==> src/rtl/rx_frame_parser_pkg.sv <==
// Shared definitions for the rx frame parser: states, sync default
// and header field helpers.
package rx_frame_parser_pkg;

  localparam logic [15:0] SYNC_DEFAULT = 16'hA55A;

  typedef enum logic [1:0] {
    HUNT    = 2'd0,
    PAYLOAD = 2'd1,
    CHECK   = 2'd2
  } state_t;

  // Header layout: {sync[31:16], opcode[15:8], len[7:0]}
  function automatic logic [15:0] hdr_sync(input logic [31:0] w);
    return w[31:16];
  endfunction

  function automatic logic [7:0] hdr_op(input logic [31:0] w);
    return w[15:8];
  endfunction

  function automatic logic [7:0] hdr_len(input logic [31:0] w);
    return w[7:0];
  endfunction

endpackage

==> src/rtl/rx_frame_parser_skid_buffer.sv <==
// 2-entry register FIFO fed by the gateway rx FIFO.
// Ports: push/din write, pop/head read, count, rd_en to the FIFO.
module rx_skid_buffer #(
  parameter int DEPTH = 2
) (
  input  logic        clk,
  input  logic        rst,
  input  logic        push,
  input  logic        pop,
  input  logic [31:0] din,
  output logic        rd_en,
  output logic [31:0] head,
  output logic [1:0]  count
);

  logic [31:0] mem [2];
  logic        wr_ptr;
  logic        rd_ptr;
  logic        inflight;
  logic        live;
  logic        wr;
  logic        rd;

  // Only words we actually requested are accepted.
  assign wr = push && inflight;
  assign rd = pop && (count != 2'd0);
  assign head = mem[rd_ptr];

  // A request is counted as occupancy until its data returns,
  // so the buffer can never overflow.
  assign rd_en = live &&
    ((count + {1'b0, inflight}) < 2'(DEPTH));

  always_ff @(posedge clk or posedge rst) begin
    if (rst) begin
      mem[0]   <= '0;
      mem[1]   <= '0;
      wr_ptr   <= 1'b0;
      rd_ptr   <= 1'b0;
      inflight <= 1'b0;
      live     <= 1'b0;
      count    <= 2'd0;
    end else begin
      live     <= 1'b1;
      inflight <= rd_en;
      if (wr) begin
        mem[wr_ptr] <= din;
        wr_ptr      <= ~wr_ptr;
      end
      if (rd) begin
        rd_ptr <= ~rd_ptr;
      end
      unique case ({wr, rd})
        2'b10:   count <= count + 2'd1;
        2'b01:   count <= count - 2'd1;
        default: count <= count;
      endcase
    end
  end

endmodule

==> src/rtl/rx_frame_parser.sv <==
// Frame delineator: hunts sync headers, forwards payload cut-through,
// checks the trailing sum word and counts discarded words.
module rx_frame_parser
  import rx_frame_parser_pkg::*;
#(
  parameter logic [15:0] SYNC      = SYNC_DEFAULT,
  parameter int          BUF_DEPTH = 2
) (
  input  logic        rx_clk,
  input  logic        rst,
  output logic        rx_ready,
  input  logic        rx_valid,
  input  logic [31:0] rx_data,
  output logic        m_valid,
  input  logic        m_ready,
  output logic [31:0] m_data,
  output logic        m_first,
  output logic        m_last,
  output logic [7:0]  m_opcode,
  output logic        frame_done,
  output logic        frame_ok,
  output logic [15:0] drop_cnt
);

  state_t      state;
  logic [31:0] head;
  logic [1:0]  count;
  logic        empty;
  logic        pop;
  logic [7:0]  opcode;
  logic [7:0]  remaining;
  logic [31:0] sum;
  logic        first;

  assign empty = (count == 2'd0);
  assign pop = !empty && ((state != PAYLOAD) || m_ready);

  rx_skid_buffer #(
    .DEPTH (BUF_DEPTH)
  ) u_buf (
    .clk   (rx_clk),
    .rst   (rst),
    .push  (rx_valid),
    .pop   (pop),
    .din   (rx_data),
    .rd_en (rx_ready),
    .head  (head),
    .count (count)
  );

  assign m_valid  = (state == PAYLOAD) && !empty;
  assign m_data   = head;
  assign m_first  = m_valid && first;
  assign m_last   = m_valid && (remaining == 8'd1);
  assign m_opcode = opcode;

  always_ff @(posedge rx_clk or posedge rst) begin
    if (rst) begin
      state      <= HUNT;
      opcode     <= '0;
      remaining  <= '0;
      sum        <= '0;
      first      <= 1'b0;
      frame_done <= 1'b0;
      frame_ok   <= 1'b0;
      drop_cnt   <= '0;
    end else begin
      frame_done <= 1'b0;
      if (!empty) begin
        unique case (state)
          HUNT: begin
            if (hdr_sync(head) == SYNC) begin
              opcode    <= hdr_op(head);
              remaining <= hdr_len(head);
              sum       <= head;
              first     <= 1'b1;
              state     <= (hdr_len(head) != 8'd0) ?
                           PAYLOAD : CHECK;
            end else if (drop_cnt != 16'hFFFF) begin
              drop_cnt <= drop_cnt + 16'd1;
            end
          end
          PAYLOAD: begin
            if (m_ready) begin
              sum       <= sum + head;
              remaining <= remaining - 8'd1;
              first     <= 1'b0;
              if (remaining == 8'd1) begin
                state <= CHECK;
              end
            end
          end
          CHECK: begin
            frame_done <= 1'b1;
            frame_ok   <= (head == sum);
            state      <= HUNT;
          end
          default: state <= HUNT;
        endcase
      end
    end
  end

endmodule
==> config.mk <==
export PLATFORM = sky130hd
export DESIGN_NAME = rx_frame_parser
export DESIGN_NICKNAME = d
export VERILOG_FILES = /design/src/rtl/rx_frame_parser_pkg.sv /design/src/rtl/rx_frame_parser_skid_buffer.sv /design/src/rtl/rx_frame_parser.sv
export SDC_FILE = /design/constraint.sdc
export NUM_CORES = 1
export LEC_CHECK = 0
export CAP_MARGIN = 20
export CORE_ASPECT_RATIO = 0.6
export CORE_MARGIN = 3
export CORE_UTILIZATION = 40
export DETAILED_ROUTE_END_ITERATION = 8
export PLACE_DENSITY = 0.71
export SLEW_MARGIN = 20
export SYNTH_ARGS = -nofsm -noshare
export SYNTH_HDL_FRONTEND = slang
export SYNTH_SLANG_ARGS = --single-unit
export TNS_END_PERCENT = 1
==> constraint.sdc <==
create_clock -name rx_clk -period 5.95 [get_ports rx_clk]
set_input_delay 0.8925 -clock rx_clk [delete_from_list [all_inputs] [get_ports rx_clk]]
set_output_delay 0.8925 -clock rx_clk [all_outputs]
set_load 0.05 [all_outputs]
Word level (Yosys, flattened, before mapping)
Index checks and enable logic that the tools add are counted.

$add $sub $neg: 6. $lt $le $gt $ge: 4. Equal/unequal tests: 12. Multiplexer cells: 23. Bitwise operators: 6. Reduce and logical (&&, ||, !) cells: 21.

Operators with widths (count): $mux 32 (6); $bwmux 64 (1); $pmux 32 s2 (1); $add 32x32->32 (1); $demux 32 s1 (1); $eq 32x32->1 (1); $add 16x1->16 const B (1); $eq 16x16->1 const B (1); $mux 8 (2); $ne 16x16->1 const B (1); $pmux 8 s2 (1); $reduce_and 4->1 (3); $eq 8x1->1 const B (1); $logic_and 1x1->1 (8); $mux 2 (4); $pmux 2 s2 (2); $reduce_bool 8->1 (1); $sub 8x1->8 const B (1); $reduce_bool 2->1 (3); $eq 2x1->1 const B (2); $eq 2x2->1 const B (2); $ge 2x2->1 const B (2); $logic_not 2->1 (2); $mux 1 (4); 14 further kinds (20).

Register bits after elaboration: 139. Bits of input ports: 36. Output and inout bits: 62. Logic and storage cells: 87.

Logic depth before layout (Yosys ltp)
Word-level depth: 8. Depth in mapped cells: 16. Gate-level depth less buffers: 13.

By module
A second synthesis with hierarchy kept.

Cells, all modules: 752. Area total of the unflattened synthesis: 8056.5 um^2.

By module, submodules not included: rx_frame_parser (times used 1, cells an instance 558, area each 4898.4 um^2, sequential area each 1726.7 um^2); rx_skid_buffer (times used 1, cells an instance 194, area each 3158.0 um^2, sequential area each 1751.7 um^2).

Least setup slack after synthesis
OpenSTA, ideal clock, no wires.

Kind: register to register. From: register u_buf.rd_ptr. To: register sum[24]. Library setup time: 0.123 ns. Arrival time: 4.175 ns. Data required time: 5.827 ns. Setup slack: 1.652 ns. Cell stages (with the launch flop): 17. Buffers on the path: 3. Period minus slack after synthesis: 4.298 ns. Path through: dfrtp_1 > buf_6 > clkbuf_1 > clkbuf_1 > mux2_2 > ha_1 > fa_1 > a21o_1 > a21o_1 > a21oi_1 > nor3_1 > or3_1 > a31oi_1 > o21bai_1 > a21oi_1 > xor2_1 > a21oi_1.

Word-level cells in the longest chain between the ends: 7. Elaborated cells between the ends (all ways): 11. Classes of those cells: add/sub (1); eq/ne (2); mux (6); bitwise (1); reduce/logical (1).

Ends and longest elaborated chain: start, declared (line rx_frame_parser_skid_buffer.sv:18) `logic rd_ptr;`; start signal, assigned (line rx_frame_parser_skid_buffer.sv:51) `rd_ptr <= ~rd_ptr;`; $not 1->2 (not written as such) (line rx_frame_parser_skid_buffer.sv:27) `assign head = mem[rd_ptr];`; $mux 32 (not written as such) (3 in series) (line rx_frame_parser_skid_buffer.sv:27); via m_data[0] (line rx_frame_parser.sv:16) `output logic [31:0] m_data,`; $add 32x32->32 (line rx_frame_parser.sv:85) `sum <= sum + head;`; $mux 32 (line rx_frame_parser.sv:84) `if (m_ready) begin`; $pmux 32 s2 (line rx_frame_parser.sv:70) `unique case (state)`; end signal, assigned (line rx_frame_parser.sv:85); end, declared (line rx_frame_parser.sv:32) `logic [31:0] sum;`.

The timed path passes the listed nets, and every way through them passes these cells. The select of a mux whose other input is x is not followed. A chain may end at the register's enable or synchronous reset.

Final worst setup path
From: register u_buf.rd_ptr. To: register sum[29].

Word-level cells in the longest chain between the ends: 7. Elaborated cells between the ends (all ways): 11. Classes of those cells: add/sub (1); eq/ne (2); mux (6); bitwise (1); reduce/logical (1).

Ends and longest elaborated chain (line): $not 1->2 (not written as such) (*) (rx_frame_parser_skid_buffer.sv:27); $mux 32 (not written as such) (*) (3 in series) (rx_frame_parser_skid_buffer.sv:27); $add 32x32->32 or $eq 16x16->1 (tied branches) (rx_frame_parser.sv:85, rx_frame_parser.sv:72); $mux 32 or $ne 2x2->1 (tied branches); $pmux 32 s2 or $reduce_and 4->1 (tied branches).

Every way passes the cells marked *; elsewhere a longest branch is shown, timed or not. The select of a mux whose other input is x is not followed.

==> results_dict.tcl <==
set metrics [dict create \
    diodes 0 \
    cts_tree "done" \
    hold_path_class "flip-flop to flip-flop" \
    min_path_cells 1 \
    synth_most_common_cell "dfrtp_1" \
    cts_hold_buf 0 \
    ctsResizeCount 0 \
    antenna_found_initial 0 \
    vias 5949 \
    ys_types 64 \
    relSlewSlack 0.2610 \
    grt.busiest_layer "met1" \
    finClkSkew_ps 8.917 \
    drtPass1Iterations 5 \
    grt_use_met3 0.06851 \
    avgSynthCellArea_sq_um 10.52 \
    numCtsBuffers 17 \
    rsz0062_at_grt "false" \
    synthArstFlopShare 1.000 \
    synth_seq_cells 139 \
    drv_cap 0 \
    start_util 0.4182 \
    nFillCells 1649 \
    cts-root-buf "clkbuf_16" \
    drive_gt1_frac 0.1845 \
    clock_tree.buffer_depth 2 \
    pin_count 98 \
    grt_pass1_wl_microns 33230 \
    antenna_left 0 \
    synth_top_area_frac 0.4497 \
    finalHoldViolations 0 \
    ys.flop_type "dfrtp_1" \
    drt_iter0_markers 547 \
    fmax_mhz 246.2 \
    path_cells "buf_4 > mux2_2 > ha_1 > a21o_1 > a21o_1 > a21oi_1 > o21ai_0 > a21oi_1 > o21ai_1 > a311o_1 > a21oi_1 > xor2_1 > a21oi_1" \
    setup_ws_ps 1888 \
    path_class "flip-flop to flip-flop" \
    finalCritPeriodShare 0.6827 \
    grt_use_met2 0.2490 \
    worst_slew_pin_slew_ps 1104 \
    cts_sinks 139 \
    netlist_area_sq_um 7735 \
    grtUsageTotal 0.2014 \
    fin_nets 899 \
    status "finished clean" \
    cp_data_arrival_time_ps 4340 \
    cp_max_fo 22 \
    htreeDepth 4 \
    coreArea_sq_um 18500 \
    dp_hpwl_microns 14710 \
    dieArea_sq_um 21100 \
    yosysTopAreaCell "dfrtp_1" \
    drcViolationCount 0 \
    grt_max_degree 85 \
    dp_slack_ps 2011 \
    placed_area_sq_um 8929 \
    finalSetupViolations 0 \
    yosys_warnings 0 \
    slowest_delay_ps 710 \
    area_growth_pct 23.03 \
    critical_path.most_common_cell "a21oi_1" \
    fin_tns_setup_ps 0 \
    synthTopCellsByArea "dfrtp_1, mux2_2, ha_1" \
    post-route-cell-area_sq_um 9517 \
    clk_pin_slew_ps 70 \
    critPathCaptureType "flip-flop" \
    ys_seq_area_frac 0.4497 \
    min_period_ps 4062 \
    cts_setup_buffers 0 \
    yosys-top-cells-count "dfrtp_1, mux2_2, a21oi_1, nand2_1, nor2_1" \
    io_buffer_count 97 \
    die_y_microns 113.7 \
    detail_route.vias_per_cell 5.508 \
    wirelength_microns 20280 \
    gp_congestion 0.8900 \
    synth_edf_count 0 \
    grt_pass1_vias 5837 \
    synth_fp_nets 807 \
    grt-ovfl-total 0 \
    use_met1 0.3318 \
    std_cell_rows 38 \
    slew_viol_final 0 \
    clk_latency_ps 430 \
    postSynthCellCount 735 \
    reg2regPathDepth 13 \
    slowest_stage "dfrtp_2" \
    critPathRequiredTime_ps 6230 \
    fp.dieW_microns 185.5 \
    wl_per_cell_microns 18.78 \
    cp-start-kind "flip-flop" \
]
## worst max-delay path, delay by kind of cell, from the launching register on
| family | cells | cell delay (ps) |
|---|---|---|
| mux | 1 | 410 |
| compound gates | 9 | 1800 |
| buf+inv | 1 | 400 |
| fa+ha+maj | 1 | 420 |
| xor+xnor | 1 | 180 |
| flops | 1 | 710 |
## per-stage QoR
stage	hold slack (ps)	util	std cells
floorplan	447.3	-	735
detailed placement	467.9	0.4827	1048
global route	505.3	0.5145	1080
global placement	466.8	0.4827	1048
CTS	487.0	0.5145	1080
finish	487.0	0.5145	1080
## cell families (layout without fill, tap and decap cells)
family	after synthesis	count (layout)	synth area share
and+or+nand+nor	199	199	0.1299
AOI/OAI and AO/OA	161	161	0.1283
DFF	139	139	0.4497
muxes	103	103	0.1517
xor gates and xnor gates	48	48	0.05435
buffers and inverters	48	153	0.02637
adders and majority gates	36	36	0.05920
other	1	1	0.0004848
## layer usage
| layer | vias to the layer above | routed length [microns] |
|---|---|---|
| met2 | 204 | 7549 |
| met5 | - | 0 |
| li1 | 2838 | - |
| met1 | 2892 | 10970 |
| met3 | 15 | 1654 |
| met4 | 0 | 114 |
## layout make-up
cell class | count | area [sq um] | share of cell area
timing repair buffer | 105 | 1031 | 0.1083
multi-input combinational | 548 | 4053 | 0.4258
clock buffer | 17 | 425.4 | 0.04470
inverter | 16 | 65.06 | 0.006837
clock inverter | 15 | 162.7 | 0.01709
sequential | 139 | 3480 | 0.3656
tap | 240 | 300.3 | 0.03155
## worst paths after layout
check                              from              to  slack [ps]
max                        u_buf.rd_ptr         sum[29]        1890
min reg2reg                  u_buf.live  u_buf.inflight         490
max in group asynchronous           rst    u_buf.rd_ptr        3720
min in group asynchronous           rst   u_buf.mem[13]         970
min                          u_buf.live  u_buf.inflight         490
max reg2reg                u_buf.rd_ptr         sum[29]        1890
## flip-flops by register name, summed over array words and instances, names as in the netlist, 2 cells and up
name	count
u_buf.mem	64
u_buf.count	2
m_opcode	8
state	2
remaining	8
drop_cnt	16
sum	32
## placed cells by master, fill, tap and decap left out, types with 3 or more instances in the layout
cell type	Yosys	routed
or2_2	3	3
buf_4	1	8
nand2b_1	4	4
nor2b_1	4	4
a22o_1	7	7
a21o_1	22	22
nand2_1	58	58
and3_1	7	7
o21ai_1	3	3
inv_1	16	15
dfrtp_1	139	138
nor2_1	55	55
ha_1	35	35
mux2_2	94	94
o21ai_0	30	30
a211oi_1	3	3
and2_1	4	4
nand4_1	9	9
a31oi_1	5	5
clkbuf_16	0	17
inv_6	0	7
nor4_1	12	12
clkinvlp_4	0	3
a21oi_1	61	61
xnor2_1	30	30
clkdlybuf4s50_1	0	97
xor2_1	18	18
nor3_1	9	9
nand3_1	14	14
or3_1	3	3
mux2i_1	4	4
o31ai_1	10	10
o21a_1	3	3
Power is not shown: default switching activity piles up to over one toggle a cycle in this logic, so the estimate is an artifact.
